## src/rtl/sync_fifo_rd_if.sv

```systemverilog
// sync_fifo_rd_if -- handshake/data bundle for the registered-read synchronous FIFO.
//   master : producer/consumer side (drives wr_en, din, rd_en, clr_err; observes the rest)
//   slave  : FIFO side (the reverse)
//   Signals: wr_en/din push request, rd_en pop request, dout/dout_vld registered read data and
//            its one-cycle valid pulse, full/afull/empty/count occupancy status, ovf/udf sticky
//            drop flags, clr_err synchronous flag clear.
interface sync_fifo_rd_if #(
   parameter int unsigned WIDTH = 64,
   parameter int unsigned DEPTH = 8
);
   localparam int unsigned CW = $clog2(DEPTH) + 1;

   logic             wr_en;
   logic [WIDTH-1:0] din;
   logic             rd_en;
   logic [WIDTH-1:0] dout;
   logic             dout_vld;
   logic             full;
   logic             afull;
   logic             empty;
   logic [CW-1:0]    count;
   logic             ovf;
   logic             udf;
   logic             clr_err;

   modport master (
      output wr_en, din, rd_en, clr_err,
      input  dout, dout_vld, full, afull, empty, count, ovf, udf
   );

   modport slave (
      input  wr_en, din, rd_en, clr_err,
      output dout, dout_vld, full, afull, empty, count, ovf, udf
   );
endinterface

```

## src/rtl/sync_fifo_rd.sv

```systemverilog
// sync_fifo_rd -- single-clock FIFO with a registered read port (no fall-through).
//   clk : rising-edge clock for all state
//   rst : asynchronous, active-high reset of pointers, count, flags, dout and dout_vld
//   bus : sync_fifo_rd_if.slave carrying push/pop requests, read data and status
// A pop accepted at an edge loads dout at that same edge, so dout/dout_vld appear one cycle
// after the rd_en cycle. Status outputs are registered decodes of the next count. Storage
// is not reset.
module sync_fifo_rd #(
   parameter int unsigned WIDTH    = 64,
   parameter int unsigned DEPTH    = 8,
   // Must lie in 1..DEPTH; the default is only meaningful for DEPTH >= 3.
   parameter int unsigned AFULL_TH = DEPTH - 2
) (
   input  logic          clk,
   input  logic          rst,
   sync_fifo_rd_if.slave bus
);
   localparam int unsigned AW = $clog2(DEPTH);
   localparam int unsigned CW = AW + 1;

   logic [WIDTH-1:0] mem [DEPTH];

   logic [AW-1:0]    wr_ptr_q, wr_ptr_d;
   logic [AW-1:0]    rd_ptr_q, rd_ptr_d;
   logic [CW-1:0]    count_q, count_d;
   logic             full_q, full_d;
   logic             afull_q, afull_d;
   logic             empty_q, empty_d;
   logic [WIDTH-1:0] dout_q, dout_d;
   logic             dout_vld_q, dout_vld_d;
   logic             ovf_q, ovf_d;
   logic             udf_q, udf_d;

   logic push, pop;

   // Acceptance uses the registered flags, so a pop in the same cycle never frees room for a
   // push into a full FIFO, and a push into an empty FIFO is never readable the same cycle.
   assign push = bus.wr_en && !full_q;
   assign pop  = bus.rd_en && !empty_q;

   always_comb begin
      wr_ptr_d   = wr_ptr_q;
      rd_ptr_d   = rd_ptr_q;
      count_d    = count_q;
      dout_d     = dout_q;
      dout_vld_d = pop;

      // DEPTH is a power of two, so pointer wrap is the natural AW-bit rollover.
      if (push) wr_ptr_d = wr_ptr_q + AW'(1);
      if (pop) begin
         rd_ptr_d = rd_ptr_q + AW'(1);
         dout_d   = mem[rd_ptr_q];
      end

      unique case ({push, pop})
         2'b10:   count_d = count_q + CW'(1);
         2'b01:   count_d = count_q - CW'(1);
         default: count_d = count_q;
      endcase

      full_d  = (count_d == CW'(DEPTH));
      afull_d = (count_d >= CW'(AFULL_TH));
      empty_d = (count_d == '0);

      // A drop in the same cycle as clr_err keeps the flag set.
      ovf_d = (ovf_q && !bus.clr_err) || (bus.wr_en && full_q);
      udf_d = (udf_q && !bus.clr_err) || (bus.rd_en && empty_q);
   end

   always_ff @(posedge clk or posedge rst) begin
      if (rst) begin
         wr_ptr_q   <= '0;
         rd_ptr_q   <= '0;
         count_q    <= '0;
         full_q     <= 1'b0;
         afull_q    <= 1'b0;
         empty_q    <= 1'b1;
         dout_q     <= '0;
         dout_vld_q <= 1'b0;
         ovf_q      <= 1'b0;
         udf_q      <= 1'b0;
      end else begin
         wr_ptr_q   <= wr_ptr_d;
         rd_ptr_q   <= rd_ptr_d;
         count_q    <= count_d;
         full_q     <= full_d;
         afull_q    <= afull_d;
         empty_q    <= empty_d;
         dout_q     <= dout_d;
         dout_vld_q <= dout_vld_d;
         ovf_q      <= ovf_d;
         udf_q      <= udf_d;
      end
   end

   // Storage has no reset so it can map onto plain RAM.
   always_ff @(posedge clk) begin
      if (push) mem[wr_ptr_q] <= bus.din;
   end

   assign bus.dout     = dout_q;
   assign bus.dout_vld = dout_vld_q;
   assign bus.full     = full_q;
   assign bus.afull    = afull_q;
   assign bus.empty    = empty_q;
   assign bus.count    = count_q;
   assign bus.ovf      = ovf_q;
   assign bus.udf      = udf_q;
endmodule

```

## src/flat_wrapper.sv

```systemverilog
// flat-port wrapper written by rule: the top's interface ports become plain ports
module sync_fifo_rd_flat 
#(
   parameter int unsigned WIDTH    = 64,
   parameter int unsigned DEPTH    = 8,
                                                                          
   parameter int unsigned AFULL_TH = DEPTH - 2
)
  (clk, rst, bus_wr_en, bus_din, bus_rd_en, bus_clr_err, bus_dout, bus_dout_vld, bus_full, bus_afull, bus_empty, bus_count, bus_ovf, bus_udf);
  sync_fifo_rd_if #(.WIDTH(WIDTH), .DEPTH(DEPTH)) bus_i ();
  input  logic clk;
  input  logic rst;
  input wire logic [$bits(bus_i.wr_en)-1:0] bus_wr_en;
  input wire logic [$bits(bus_i.din)-1:0] bus_din;
  input wire logic [$bits(bus_i.rd_en)-1:0] bus_rd_en;
  input wire logic [$bits(bus_i.clr_err)-1:0] bus_clr_err;
  output wire logic [$bits(bus_i.dout)-1:0] bus_dout;
  output wire logic [$bits(bus_i.dout_vld)-1:0] bus_dout_vld;
  output wire logic [$bits(bus_i.full)-1:0] bus_full;
  output wire logic [$bits(bus_i.afull)-1:0] bus_afull;
  output wire logic [$bits(bus_i.empty)-1:0] bus_empty;
  output wire logic [$bits(bus_i.count)-1:0] bus_count;
  output wire logic [$bits(bus_i.ovf)-1:0] bus_ovf;
  output wire logic [$bits(bus_i.udf)-1:0] bus_udf;
  assign bus_i.wr_en = bus_wr_en;
  assign bus_i.din = bus_din;
  assign bus_i.rd_en = bus_rd_en;
  assign bus_i.clr_err = bus_clr_err;
  assign bus_dout = bus_i.dout;
  assign bus_dout_vld = bus_i.dout_vld;
  assign bus_full = bus_i.full;
  assign bus_afull = bus_i.afull;
  assign bus_empty = bus_i.empty;
  assign bus_count = bus_i.count;
  assign bus_ovf = bus_i.ovf;
  assign bus_udf = bus_i.udf;
  sync_fifo_rd #(.WIDTH(WIDTH), .DEPTH(DEPTH), .AFULL_TH(AFULL_TH)) u_core (.clk(clk), .rst(rst), .bus(bus_i));
endmodule
```

## config.mk

```make
export PLATFORM = sky130hd
export DESIGN_NAME = sync_fifo_rd_flat
export DESIGN_NICKNAME = d
export VERILOG_FILES = /design/src/rtl/sync_fifo_rd_if.sv /design/src/rtl/sync_fifo_rd.sv /design/src/flat_wrapper.sv
export SDC_FILE = /design/constraint.sdc
export NUM_CORES = 1
export LEC_CHECK = 0
export CAP_MARGIN = 5
export CORE_MARGIN = 3
export CORE_UTILIZATION = 50
export CTS_BUF_LIST = sky130_fd_sc_hd__clkbuf_2 sky130_fd_sc_hd__clkbuf_4 sky130_fd_sc_hd__clkbuf_8
export DETAILED_ROUTE_END_ITERATION = 8
export DONT_BUFFER_PORTS = 1
export HOLD_SLACK_MARGIN = 0.12
export MAX_ROUTING_LAYER = met4
export PLACE_DENSITY_LB_ADDON = 0.1
export SKIP_CTS_REPAIR_TIMING = 1
export SLEW_MARGIN = 20
export SYNTH_ARGS = -nofsm -noshare
export SYNTH_HDL_FRONTEND = slang
export SYNTH_SLANG_ARGS = --single-unit
```

## constraint.sdc

```tcl
create_clock -name clk -period 5.4 [get_ports clk]
set_input_delay 1.08 -clock clk [delete_from_list [all_inputs] [get_ports clk]]
set_output_delay 1.08 -clock clk [all_outputs]
set_load 0.01 [all_outputs]
```

# Word-level counts from Yosys, hierarchy flattened
# Memory sizes are Yosys's and may differ from the RTL's. A register that Yosys moved wholly into a read port is not among the register bits.
# Cells that the tools add are included.
# classes
addsub	4
magnitude_cmp	1
n_eq_ne	3
muxes	3
n_reduce_logical	12
# op_table
cell	count
4-bit one-hot mux with 2 select lines	1
3-bit by 1-bit adder with 3-bit output, second input constant	2
1-bit logical AND	6
4-bit by 1-bit adder with 4-bit output, second input constant	1
4-bit == test, second input constant	1
4-bit by 3-bit greater-or-equal comparator with 1-bit output, second input constant	1
4-bit logical NOT	1
4-bit by 1-bit subtractor with 4-bit output, second input constant	1
1-bit logical NOT	3
2-bit by 1-bit == test with 1-bit output, second input constant	1
2-bit == test, second input constant	1
1-bit logical OR	2
1-bit 2-to-1 mux	2
# word_totals
register_bits	16
mem_bits_rw	512
out_inout_bits	74
mem_count	1
# memory_table
name	words	word_bits	rd	rd_clocked_by_memory_dff	wr	line	source
u_core.mem	8	64	1	1	1	sync_fifo_rd.sv:21	logic [WIDTH-1:0] mem [DEPTH];

# Logic depth before layout (Yosys ltp)
# logic_depth
depth_word	5
mapped_depth	11
depth_no_buf	10

# Worst setup path after synthesis
# OpenSTA, ideal clock, no wires.
# synth_timing
path_type	input to register
from	in bus_wr_en
to	mem u_core.mem[0][0], enable pin
setup_ns	0.565
arrival_time_ns	5.915
required_ns	4.835
slack_ns	-1.080
path_stages	3
n_path_buf	0
path_cell_list	nor2b_1 -> nand2b_1 -> nor3_1
# synth_between
elab_chain_len	3
# synth_rtl
item	line	source
start: declaration	flat_wrapper.sv:13	input wire logic [$bits(bus_i.wr_en)-1:0] bus_wr_en;
1-bit logical AND	sync_fifo_rd.sv:38	assign push = bus.wr_en && !full_q;
1-bit 2-to-1 mux	sync_fifo_rd.sv:98	if (push) mem[wr_ptr_q] <= bus.din;
1-bit 2-to-1 mux (implied by the code)	sync_fifo_rd.sv:98	
end: declaration	sync_fifo_rd.sv:21	
# Every way passes these cells.

# Worst setup path after layout
# layout_timing
from	reg u_core.empty_q, in the netlist u_core.bus.empty
to	reg u_core.full_q, in the netlist u_core.bus.full
# layout_between
elab_chain_len	5
# layout_rtl
item	line	source
start: declaration	sync_fifo_rd.sv:28	logic empty_q, empty_d;
start signal: assignment	sync_fifo_rd.sv:88	empty_q <= empty_d;
1-bit logical NOT *	sync_fifo_rd.sv:39	assign pop = bus.rd_en && !empty_q;
1-bit logical AND *	sync_fifo_rd.sv:39	
via u_core.dout_vld_d	sync_fifo_rd.sv:30	logic dout_vld_q, dout_vld_d;
2-bit by 1-bit == test with 1-bit output or 2-bit == test (tied branches)	sync_fifo_rd.sv:55	unique case ({push, pop})
4-bit one-hot mux with 2 select lines *	sync_fifo_rd.sv:55	
via u_core.count_d[2]	sync_fifo_rd.sv:25	logic [CW-1:0] count_q, count_d;
4-bit == test *	sync_fifo_rd.sv:61	full_d = (count_d == CW'(DEPTH));
via u_core.full_d	sync_fifo_rd.sv:26	logic full_q, full_d;
end signal: assignment	sync_fifo_rd.sv:86	full_q <= full_d;
end: declaration	sync_fifo_rd.sv:26	
# The timed path passes the listed nets; every way through them passes the cells marked *.
# A chain may end at the register's enable or synchronous reset.

==> impl_results.md <==
* Grt met1 use at 25.2%
* Clock share of power at 27.7%
* Most frequent CP cell: xor2_1
* Detail Placement HPWL at 22600 um
* Final hold viol count at 0
* Slew Limit Fails at 0
* CP Capture Type: flop
* Post-synthesis instance area at 22200 um2
* Switch share at 29.4%
* Routed Antenna Nets at 0
* Clk sinks at between 500 and 600
* M3 GR Usage at 5.20%
* Tmin final at about 2.9 ns
* Antenna diode count at 0
* Post-synth ARST share at approximately 14%
* Design internal power at between 9 and 10 mW
* Die footprint at 46900 um2
* Crit-path cells: nand2b_4, inv_1, ha_1, xor2_1, ha_1, a21oi_1, xor2_1, nor2_1, xor2_1, nor3_1
* Count of cell types in the netlist at 32
* Crit path largest cell delay at roughly 0.57 ns
* Synth Area per Inst at 21.6 um2
* Die height at around 220 um
* Design area at 24800 um2
* #FFs+latches synth at ~600
* Reg clk slew, reported paths at around 0.060 ns
* Max-cap violations at 0
* I/O pin cnt at 143
* Top_reg_cell synth: edfxtp_1
* Worst IR Drop VDD at 272 uV
* CTS tree: done
* Sequential element share of the synthesized area at 78.4%
* Outcome: finished, final reports clean
* Vias in the first global route at 10700
* IO Port Bufs at 0
* Post-Route WL at 42100 um
* Final period utilization at 53.6%
* DR DRC count at 0
* Comb pwr share at 22.6%
* CTS root buffer: clkbuf_8
* Pleak at 8.32 nW
* Via/cell ratio at about 5.5
* Max frequency at between 300 and 400 MHz
* WL/cell at ~24 um
* Reg2reg start: u_core.bus.empty
* Met2 Track Usage GR at approximately 30%
* Horiz. Die Dim at 217 um
* Starting Density at between 50% and 60%
* Top cells by area, synth: edfxtp_1 69%, mux4_2 13%, dfrtp_1 8.9%, mux2i_1 2.9%, o21ai_0 1.3%
* Synth Instances at 1025
* Hold_ws at 0.422 ns
* Crit. path cell count at 10
* Min-delay worst type: primary input to asynchronous set/reset pin
* Worst setup path endpoint: u_core.bus.full
* Area Growth Syn to Fin at 12.0%
* Largest net degree at the start of global routing at 73
* Row count at 76
* Most used routing layer: met2
* Yosys warns at 0
* First-pass GRT wire length at 65200 um
* GPL Wtd Cong at 0.751
* Drt first pass iters at 4
* Setup WS pre-CTS at 1.89 ns
* Antenna violations before repair at 0
* Bufs and invs on worst path at 1
* Yosys top cell by area: edfxtp_1
* Iter 0 DRT Violations at ~630
* Slowest-stage cell, CP: dfstp_2
* Placed cell area at 22900 um2
* Core ar. at 43500 um2
* Post-synth EDFFs at ~510
* RSZ-0062 raised after global routing: false
* Final setup violation count at 0
* Bufs on Longest Clock Path at 3
* Crit path arrival time at 3.39 ns
* Later-pin clock latency in the skew report at 0.62 ns
* Htree depth at 3
* Number of cells on the worst reg-to-reg path at 10
* Worst reg2reg setup slack at between 2 and 3 ns
* Worst EP required at 5.90 ns
* Routed via count at 9691
* List of most frequent post-synthesis cells: 512 x edfxtp_1, 128 x mux4_2, 79 x dfrtp_1
* Setup TNS at 0 ns
* Top delay family on crit path: simple AND/OR/NAND/NOR gates
* Startpoint types: flop
* Fillers at 3272
* Worst-margin pin slew at 0.955 ns
* Final Worst Setup Slack at 2.51 ns
* Share of layout cells above drive strength 1 at 27.8%
* Switching pwr at 3.99 mW
* Slew margin rel. at 36.3%
* Post-synth top area share at a little under 70%
* Seq pwr share at between 40% and 50%
* GRT overflow at 0
* Critical Path Source: u_core.bus.empty
* Clk_skew at 0.0209 ns
* CP max FO at 60
* Setup CP Type: flop to flop
* CTS Buf Count at 96
* RR Endpoint: u_core.bus.full
* Gr usage total at 19.1%
* Nets@finish at about 1200
* Pwr/cell area at between 500 and 600 nW/um2
* Most frequent cell after synthesis: edfxtp_1
* Syn_nets at roughly 1100
==> worst min-delay path by stage <==
stage	end	slack [ns]	depth (start not counted)
floorplan	u_core.wr_ptr_q[2]	0.46	1
global placement	u_core.wr_ptr_q[2]	0.48	1
detailed placement	u_core.wr_ptr_q[2]	0.48	1
CTS	u_core.bus.dout[50]	0.39	1
global route	u_core.bus.dout[0]	0.42	1
finish	u_core.bus.dout[50]	0.42	1
==> state kept, by name, indices dropped and copies added (netlist names) <==
name and flops:
u_core.bus.ovf 1, u_core.mem 512, u_core.rd_ptr_q 3, u_core.bus.dout_vld 1
u_core.bus.full 1, u_core.bus.dout 64, u_core.bus.afull 1, u_core.bus.empty 1
u_core.wr_ptr_q 3, u_core.bus.udf 1, u_core.bus.count 4
==> power by group through the flow <==
stage               clock, mW  sequential, mW  combinational (mW)
floorplan                   0            6.47                2.62
CTS                      3.86            6.77                3.17
finish                   3.75            6.74                3.06
global route             4.10            6.85                3.38
global placement            0            6.83                3.13
detailed placement          0            6.86                3.16
==> logic make-up (layout without fill, tap and decap cells) <==
logic type	Yosys count	in the layout	share of synthesized area, %
AND/OR/NAND/NOR	97	97	1.82
multiplexers	194	194	16.0
flip-flops	592	592	78.4
XOR/XNOR	8	8	0.316
AO/OA/AOI/OAI	75	75	1.80
buffers and inverters	54	200	1.43
adder cells (fa/ha/maj)	5	5	0.282
==> per-stage QoR <==
stage	utilization (%)	std cells	power [mW]
floorplan	-	1025	9.09
global placement	52.7	1579	9.96
detailed placement	52.7	1579	10.0
CTS	57.1	1756	13.8
global route	57.1	1756	14.3
finish	57.1	1756	13.5
==> metal layers <==
layer,vias to the layer above,part of all wire [%],routed length [um]
li1,4317,-,-
met1,5084,43,18000
met2,241,49,20600
met3,49,6.8,2870
met4,0,1.4,572
met5,-,0,0
==> layout by cell type, fill, tap and decap left out, types with 7 or more instances in the layout <==
cell type    n
clkinv_1    15
clkinv_2    10
o21ai_1     10
clkbuf_8   105
clkbuf_4    44
buf_12       7
dfrtp_1     76
mux2i_1     64
o21ai_0     57
edfxtp_1   512
nand2_1     73
buf_4       11
mux4_2     128
==> cell type report <==
| class | count | area, um2 | area share [%] |
|---|---|---|---|
| Clock buffer | 149 | 1780 | 7.15 |
| Clock inverter | 28 | 131 | 0.529 |
| Timing Repair Buffer | 18 | 223 | 0.897 |
| Sequential cell | 592 | 17400 | 70.0 |
| Tap cell | 585 | 732 | 2.95 |
| Multi-Input combinational cell | 379 | 4560 | 18.4 |
| Inverter | 5 | 21.3 | 0.0857 |
No activity file was read; power rests on OpenSTA's default activity.
